[src/rtl/keypad_scanner_pkg.sv]
// Shared keypad definitions: column drive patterns, debounce FSM states and the
// matrix-index to hex-code map.
package keypad_scanner_pkg;

    typedef enum logic [1:0] {
        StIdle,
        StDebounce,
        StPressed,
        StRelease
    } key_state_e;

    // Active-low one-hot drive for the selected column.
    function automatic logic [3:0] col_drive(input logic [1:0] col);
        col_drive = ~(4'b0001 << col);
    endfunction

    // Index is row*4+col; bottom row carries '*'=E and '#'=F.
    function automatic logic [3:0] key_map(input logic [3:0] idx);
        case (idx)
            4'd0:    key_map = 4'h1;
            4'd1:    key_map = 4'h2;
            4'd2:    key_map = 4'h3;
            4'd3:    key_map = 4'hA;
            4'd4:    key_map = 4'h4;
            4'd5:    key_map = 4'h5;
            4'd6:    key_map = 4'h6;
            4'd7:    key_map = 4'hB;
            4'd8:    key_map = 4'h7;
            4'd9:    key_map = 4'h8;
            4'd10:   key_map = 4'h9;
            4'd11:   key_map = 4'hC;
            4'd12:   key_map = 4'hE;
            4'd13:   key_map = 4'h0;
            4'd14:   key_map = 4'hF;
            default: key_map = 4'hD;
        endcase
    endfunction

endpackage

[src/rtl/keypad_debounce.sv]
// Per-frame debounce FSM: candidate register, saturating frame counter and
// press/release acceptance.
module keypad_debounce
    import keypad_scanner_pkg::*;
#(
    parameter logic [7:0] DEBOUNCE_SCANS = 8'd20
) (
    input  logic       clk,
    input  logic       rst,
    input  logic       frame_end,
    input  logic       key_found,
    input  logic [3:0] key_in,
    output logic [3:0] key_code,
    output logic       key_valid,
    output logic       key_held
);

    localparam logic [7:0] Thresh = (DEBOUNCE_SCANS == 8'd0) ? 8'd1 : DEBOUNCE_SCANS;

    key_state_e state_q, state_d;
    logic [3:0] cand_q, cand_d;
    logic [3:0] code_q, code_d;
    logic [7:0] cnt_q, cnt_d;
    logic       valid_q, valid_d;
    logic       held_q, held_d;
    logic [7:0] cnt_inc;

    assign cnt_inc = (cnt_q == 8'hFF) ? cnt_q : cnt_q + 8'd1;

    always_comb begin
        state_d = state_q;
        cand_d  = cand_q;
        code_d  = code_q;
        cnt_d   = cnt_q;
        valid_d = 1'b0;
        held_d  = held_q;
        if (frame_end) begin
            unique case (state_q)
                StIdle: begin
                    if (key_found) begin
                        state_d = StDebounce;
                        cand_d  = key_in;
                        cnt_d   = 8'd1;
                    end
                end
                StDebounce: begin
                    if (!key_found) begin
                        state_d = StIdle;
                        cnt_d   = 8'd0;
                    end else if (key_in == cand_q) begin
                        cnt_d = cnt_inc;
                    end else begin
                        cand_d = key_in;
                        cnt_d  = 8'd1;
                    end
                end
                StPressed: begin
                    if (key_found) begin
                        cnt_d = 8'd0;
                    end else begin
                        state_d = StRelease;
                        cnt_d   = 8'd1;
                    end
                end
                StRelease: begin
                    if (key_found) begin
                        state_d = StPressed;
                        cnt_d   = 8'd0;
                    end else begin
                        cnt_d = cnt_inc;
                    end
                end
            endcase
            // Threshold checked on the updated count so a threshold of 1 accepts at once.
            if (state_d == StDebounce && cnt_d >= Thresh) begin
                state_d = StPressed;
                code_d  = cand_d;
                valid_d = 1'b1;
                held_d  = 1'b1;
                cnt_d   = 8'd0;
            end
            if (state_d == StRelease && cnt_d >= Thresh) begin
                state_d = StIdle;
                held_d  = 1'b0;
                cnt_d   = 8'd0;
            end
        end
    end

    always_ff @(posedge clk or negedge rst) begin
        if (!rst) begin
            state_q <= StIdle;
            cand_q  <= 4'h0;
            code_q  <= 4'h0;
            cnt_q   <= 8'd0;
            valid_q <= 1'b0;
            held_q  <= 1'b0;
        end else begin
            state_q <= state_d;
            cand_q  <= cand_d;
            code_q  <= code_d;
            cnt_q   <= cnt_d;
            valid_q <= valid_d;
            held_q  <= held_d;
        end
    end

    assign key_code  = code_q;
    assign key_valid = valid_q;
    assign key_held  = held_q;

endmodule

[src/rtl/keypad_scanner.sv]
// 4x4 matrix keypad scanner: column ring, row synchronizer and per-frame
// priority encoder feeding the debounce FSM.
module keypad_scanner
    import keypad_scanner_pkg::*;
#(
    parameter logic [15:0] SCAN_DIV       = 16'd49_999,
    parameter logic [7:0]  DEBOUNCE_SCANS = 8'd20
) (
    input  logic       clk,
    input  logic       rst,
    input  logic [3:0] row_in,
    output logic [3:0] col_out,
    output logic [3:0] key_code,
    output logic       key_valid,
    output logic       key_held
);

    logic [3:0]  row_meta_q, row_sync_q;
    logic [15:0] div_q;
    logic [1:0]  col_q;
    logic [15:0] frame_keys_q;
    logic [15:0] col_hits, frame_all;
    logic        sample, frame_end, key_found;
    logic [3:0]  key_idx;

    assign sample    = (div_q == SCAN_DIV);
    assign frame_end = sample && (col_q == 2'd3);

    // Bitmap bit row*4+col marks a key seen pressed in this frame.
    always_comb begin
        col_hits = '0;
        if (sample) begin
            for (int unsigned r = 0; r < 4; r++) begin
                col_hits[{r[1:0], col_q}] = ~row_sync_q[r];
            end
        end
    end

    assign frame_all = frame_keys_q | col_hits;

    always_comb begin
        key_found = 1'b0;
        key_idx   = 4'd0;
        for (int i = 15; i >= 0; i--) begin
            if (frame_all[i]) begin
                key_found = 1'b1;
                key_idx   = 4'(i);
            end
        end
    end

    always_ff @(posedge clk or negedge rst) begin
        if (!rst) begin
            row_meta_q   <= 4'hF;
            row_sync_q   <= 4'hF;
            div_q        <= 16'd0;
            col_q        <= 2'd0;
            frame_keys_q <= '0;
        end else begin
            row_meta_q <= row_in;
            row_sync_q <= row_meta_q;
            if (sample) begin
                div_q        <= 16'd0;
                col_q        <= col_q + 2'd1;
                frame_keys_q <= frame_end ? '0 : frame_all;
            end else begin
                div_q <= div_q + 16'd1;
            end
        end
    end

    assign col_out = col_drive(col_q);

    keypad_debounce #(
        .DEBOUNCE_SCANS(DEBOUNCE_SCANS)
    ) u_debounce (
        .clk      (clk),
        .rst      (rst),
        .frame_end(frame_end),
        .key_found(key_found),
        .key_in   (key_map(key_idx)),
        .key_code (key_code),
        .key_valid(key_valid),
        .key_held (key_held)
    );

endmodule

[config.mk]
export PLATFORM = sky130hd
export DESIGN_NAME = keypad_scanner
export DESIGN_NICKNAME = d
export VERILOG_FILES = /design/src/rtl/keypad_scanner_pkg.sv /design/src/rtl/keypad_debounce.sv /design/src/rtl/keypad_scanner.sv
export SDC_FILE = /design/constraint.sdc
export NUM_CORES = 1
export LEC_CHECK = 0
export ABC_CLOCK_PERIOD_IN_PS = 5800
export CELL_PAD_IN_SITES_DETAIL_PLACEMENT = 0
export CELL_PAD_IN_SITES_GLOBAL_PLACEMENT = 2
export CORE_ASPECT_RATIO = 1.25
export CORE_MARGIN = 5
export CORE_UTILIZATION = 39
export DETAILED_ROUTE_END_ITERATION = 6
export PLACE_DENSITY = 0.82
export SKIP_LAST_GASP = 1
export SYNTH_ARGS = -nofsm -noshare
export SYNTH_HDL_FRONTEND = slang
export SYNTH_HIERARCHICAL = 1
export SYNTH_SLANG_ARGS = --single-unit
[constraint.sdc]
create_clock -name clk -period 5.8 [get_ports clk]
set_input_delay 0.87 -clock clk [delete_from_list [all_inputs] [get_ports clk]]
set_output_delay 0.87 -clock clk [all_outputs]
set_load 0.005 [all_outputs]
==> qor.csv <==
stage;metric;value;unit
synth;most used standard cells in the synthesized netlist;54 x sky130_fd_sc_hd__dfrtp_1, 37 x sky130_fd_sc_hd__nor2_1, 19 x sky130_fd_sc_hd__inv_1, 18 x sky130_fd_sc_hd__a21oi_1, 18 x sky130_fd_sc_hd__nand2_1;
power;leakage component of the power;1.82;nW
worst_setup_path;Critical R2R Launch;div_q[7]$_DFF_PN0_;
synth;library cell with the largest summed area after synthesis;sky130_fd_sc_hd__dfrtp_1;
worst_hold_path;worst hold path class;reg -> reg;
synth;Synth Net Count;382;
final_layout;antenna diode count;0;
detailed_routing;Via-to-Cell Ratio;5.52;
synth;total of warnings raised by yosys;6;
floorplan;die outline width;95.8;um
worst_setup_path;worst reg2reg path endpoint;u_debounce/key_code[2]$_DFFE_PN0P_;
job;maximum capacitance violations;0;
worst_setup_path;crit end category;register;
final_layout;post-layout net count;401;
clock_network;clock tree root buffer cell;sky130_fd_sc_hd__clkbuf_16;
worst_setup_path;required time of the worst setup path;6010;ps
final_layout;count of non-filler cells in the finished layout;512;
final_layout;final std cell area, no fill;4170;um^2
floorplan;number of top-level pins;16;
clock_network;buffers inserted by post-CTS timing repair;0;
clock_network;post-CTS sizing;0;
global_route;first-pass GRT wire length;14.0;mm
synth;mean instance size in the synthesized netlist;9.84;um^2
timing;slew at the pin with the worst max-slew slack;932;ps
timing;unrepaired setup endpoints after global routing;false;
floorplan;chip height;117;um
synth;flip-flop and latch count after synthesis;62;
floorplan;Die ar.;11200;um^2
detailed_routing;number of vias after detailed routing;2824;
floorplan;Placeable Area;9080;um^2
placed_design;cell area after placement;3870;um^2
timing;worst clock skew on the final layout;9.37;ps
synth;portion of synthesized cell area occupied by the leading cell type;0.376;
global_route;gr usage total;0.160;
synth;number of flops mapped to enable cells by yosys;0;
worst_setup_path;slack of the worst reg-to-reg path;400;ps
timing;highest clock rate;185;MHz
timing;final critical-path setup slack;400;ps
placed_design;post-placement cell count;496;
detailed_routing;number of DRC markers after the initial detailed-route iteration;51;
detailed_routing;Pre-antenna DRT Iters;4;
timing;number of pins with negative max-slew slack in the final report;0;
placed_design;final weighted congestion in routability-driven placement;0.812;
clock_network;clock-pin slew on the worst setup and hold paths;50;ps
synth;cell count after synthesis;365;
global_route;GRT overflow;0;
clock_network;Longest Clk Path Bufs;2;
floorplan;total number of placement rows;39;
placed_design;number of port buffers;15;
final_layout;utilization after layout;0.460;
synth;ranking of synthesized cells by area;sky130_fd_sc_hd__dfrtp_1 38%, sky130_fd_sc_hd__dfstp_2 5.9%, sky130_fd_sc_hd__nor2_1 3.9%;
worst_setup_path;WP data arrival;5610;ps
global_route;pin count of the biggest net entering global routing;63;
worst_setup_path;crit path launch type;register;
global_route;vias in the first global route;2843;
clock_network;number of hold-repair buffers added at the cts stage;0;
worst_setup_path;worst setup path class;reg -> reg;
synth;top flip-flop cell by instance count after synthesis;sky130_fd_sc_hd__dfrtp_1;
clock_network;number of sinks handled by clock tree synthesis;62;
timing;smallest hold slack;354;ps
clock_network;clock tree from TritonCTS;done;
synth;share of synthesized area occupied by flip-flops and latches;0.435;
timing;number of hold violations in the final report;0;
worst_hold_path;start point of the worst min-delay path;row_meta_q[2]$_DFF_PN1_;
detailed_routing;Routed WL per cell;15.9;um
floorplan;effective utilization at floorplan;0.396;
power;worst vdd ir;144;uV
synth;cell with the most instances after synthesis;sky130_fd_sc_hd__dfrtp_1;
outcome;run status;complete, no violations;
clock_network;Worst-Skew Late Latency;330;ps
timing;total of endpoints with negative setup slack in the final report;0;
worst_setup_path;R2R depth;17;
power;Total Power;0.991;mW
timing;headroom to the max-slew limit;0.373;
final_layout;Synth-to-Final Area Change;16.2;%
worst_setup_path;crit path from;div_q[7]$_DFF_PN0_;
timing;share of the cycle needed by the critical path after routing;0.931;
synth;post-synthesis instance area;3590;um^2
power;power density over the cells;238;nW/um^2
placed_design;placed wire-length estimate;5.79;mm
synth;number of different library cells in the post-synthesis netlist;74;
detailed_routing;wire length after detailed routing;8.14;mm
synth;fraction of synthesis flops using an asynchronous set or reset pin;1.00;
final_layout;fraction of layout cells with a size suffix above 1;0.159;
global_route;number of antenna violations at the first check in global routing;0;
timing;TNS Setup;0;ps
detailed_routing;post-detailed-route count of antenna-violating nets;0;
detailed_routing;DRC violation count after routing;0;
worst_hold_path;WHS Path Cells;0;
worst_hold_path;worst-case hold path end point;row_sync_q[2]$_DFF_PN1_;
timing;Tmin final;5400;ps
placed_design;post-place setup slack;402;ps
worst_setup_path;CP max FO;15;
clock_network;H-tree depth;3;
clock_network;number of buffers created by CTS;9;
[power breakdown]
part | internal [mW] | switching, mW
clock | 0.353 | 0.183
sequential | 0.438 | 0.00301
combinational | 0.00341 | 0.00989
[sequential cells by signal, indices dropped and copies added, names as in the netlist, 2 cells and up]
signal               cells
col_q                    2
div_q                   16
frame_keys_q            16
row_meta_q               4
row_sync_q               4
u_debounce/cand_q        4
u_debounce/cnt_q         8
u_debounce/key_code      4
u_debounce/state_q       2
[how the worst max path moves through the flow]
| stage | slack (ps) | to | depth (start not counted) |
|---|---|---|---|
| 2_1_floorplan | 850 | u_debounce/key_code[0]$_DFFE_PN0P_ | 19 |
| 3_3_place_gp | 470 | u_debounce/key_code[2]$_DFFE_PN0P_ | 16 |
| 3_5_place_dp | 400 | u_debounce/key_code[2]$_DFFE_PN0P_ | 17 |
| 4_1_cts | 380 | u_debounce/key_code[2]$_DFFE_PN0P_ | 17 |
| 5_1_grt | 90 | u_debounce/key_code[2]$_DFFE_PN0P_ | 18 |
| 6_report | 400 | u_debounce/key_code[2]$_DFFE_PN0P_ | 17 |
[layout make-up]
| class | count | area [um^2] |
|---|---|---|
| clock buffer | 12 | 256 |
| clock inverter | 4 | 45.0 |
| fill | 912 | 4900 |
| inverter | 19 | 71.3 |
| multi-input combinational | 270 | 1890 |
| sequential | 62 | 1560 |
| tap | 123 | 154 |
| timing repair buffer | 22 | 198 |
[cells in the final DEF (no fill, tap or decap), drive strengths merged, types with 10 or more instances in the layout]
master | synthesis | layout
a21oi | 18 | 18
a31oi | 15 | 15
clkbuf | 5 | 12
clkdlybuf4s50 | 0 | 14
dfrtp | 54 | 54
ha | 11 | 11
inv | 19 | 19
nand2 | 18 | 18
nand3 | 17 | 17
nor2 | 38 | 38
nor2b | 10 | 10
nor3 | 11 | 11
o21ai | 13 | 13
xnor2 | 11 | 11
[metal layers]
layer | wire length (um) | GRT usage | vias to the layer above | part of all wire
met2 | 4050 | 0.263 | 51 | 0.50
li1 | - | - | 1384 | -
met1 | 3680 | 0.202 | 1376 | 0.45
met5 | 0 | 0 | - | 0
met4 | 153 | 0.0702 | 0 | 0.019
met3 | 251 | 0.0339 | 13 | 0.031
[critical path, cell delays in order, from the launching register on]
cell and delay (ps):
sky130_fd_sc_hd__dfrtp_1 400, sky130_fd_sc_hd__or4b_1 670, sky130_fd_sc_hd__or4_4 660, sky130_fd_sc_hd__o31ai_4 320, sky130_fd_sc_hd__and2b_1 220, sky130_fd_sc_hd__a31oi_1 240
sky130_fd_sc_hd__nor2_1 150, sky130_fd_sc_hd__ha_1 230, sky130_fd_sc_hd__and3_1 140, sky130_fd_sc_hd__a211oi_1 210, sky130_fd_sc_hd__a31o_1 200, sky130_fd_sc_hd__xnor2_1 110
sky130_fd_sc_hd__a41oi_1 350, sky130_fd_sc_hd__a211oi_1 110, sky130_fd_sc_hd__o21a_1 200, sky130_fd_sc_hd__a2111o_1 450, sky130_fd_sc_hd__o21bai_4 250, sky130_fd_sc_hd__mux2_2 360
[kinds of logic (layout without fill, tap and decap cells)]
family / after synthesis / count (layout) / share of synthesized area
fa+ha+maj: 11 / 11 / 0.0383
xor+xnor: 20 / 20 / 0.0509
simple gates: 140 / 140 / 0.218
flops: 62 / 62 / 0.435
mux: 10 / 10 / 0.0310
compound gates: 89 / 89 / 0.183
buf+inv: 33 / 57 / 0.0443
Note: power is estimated with default switching activity, not from simulation.
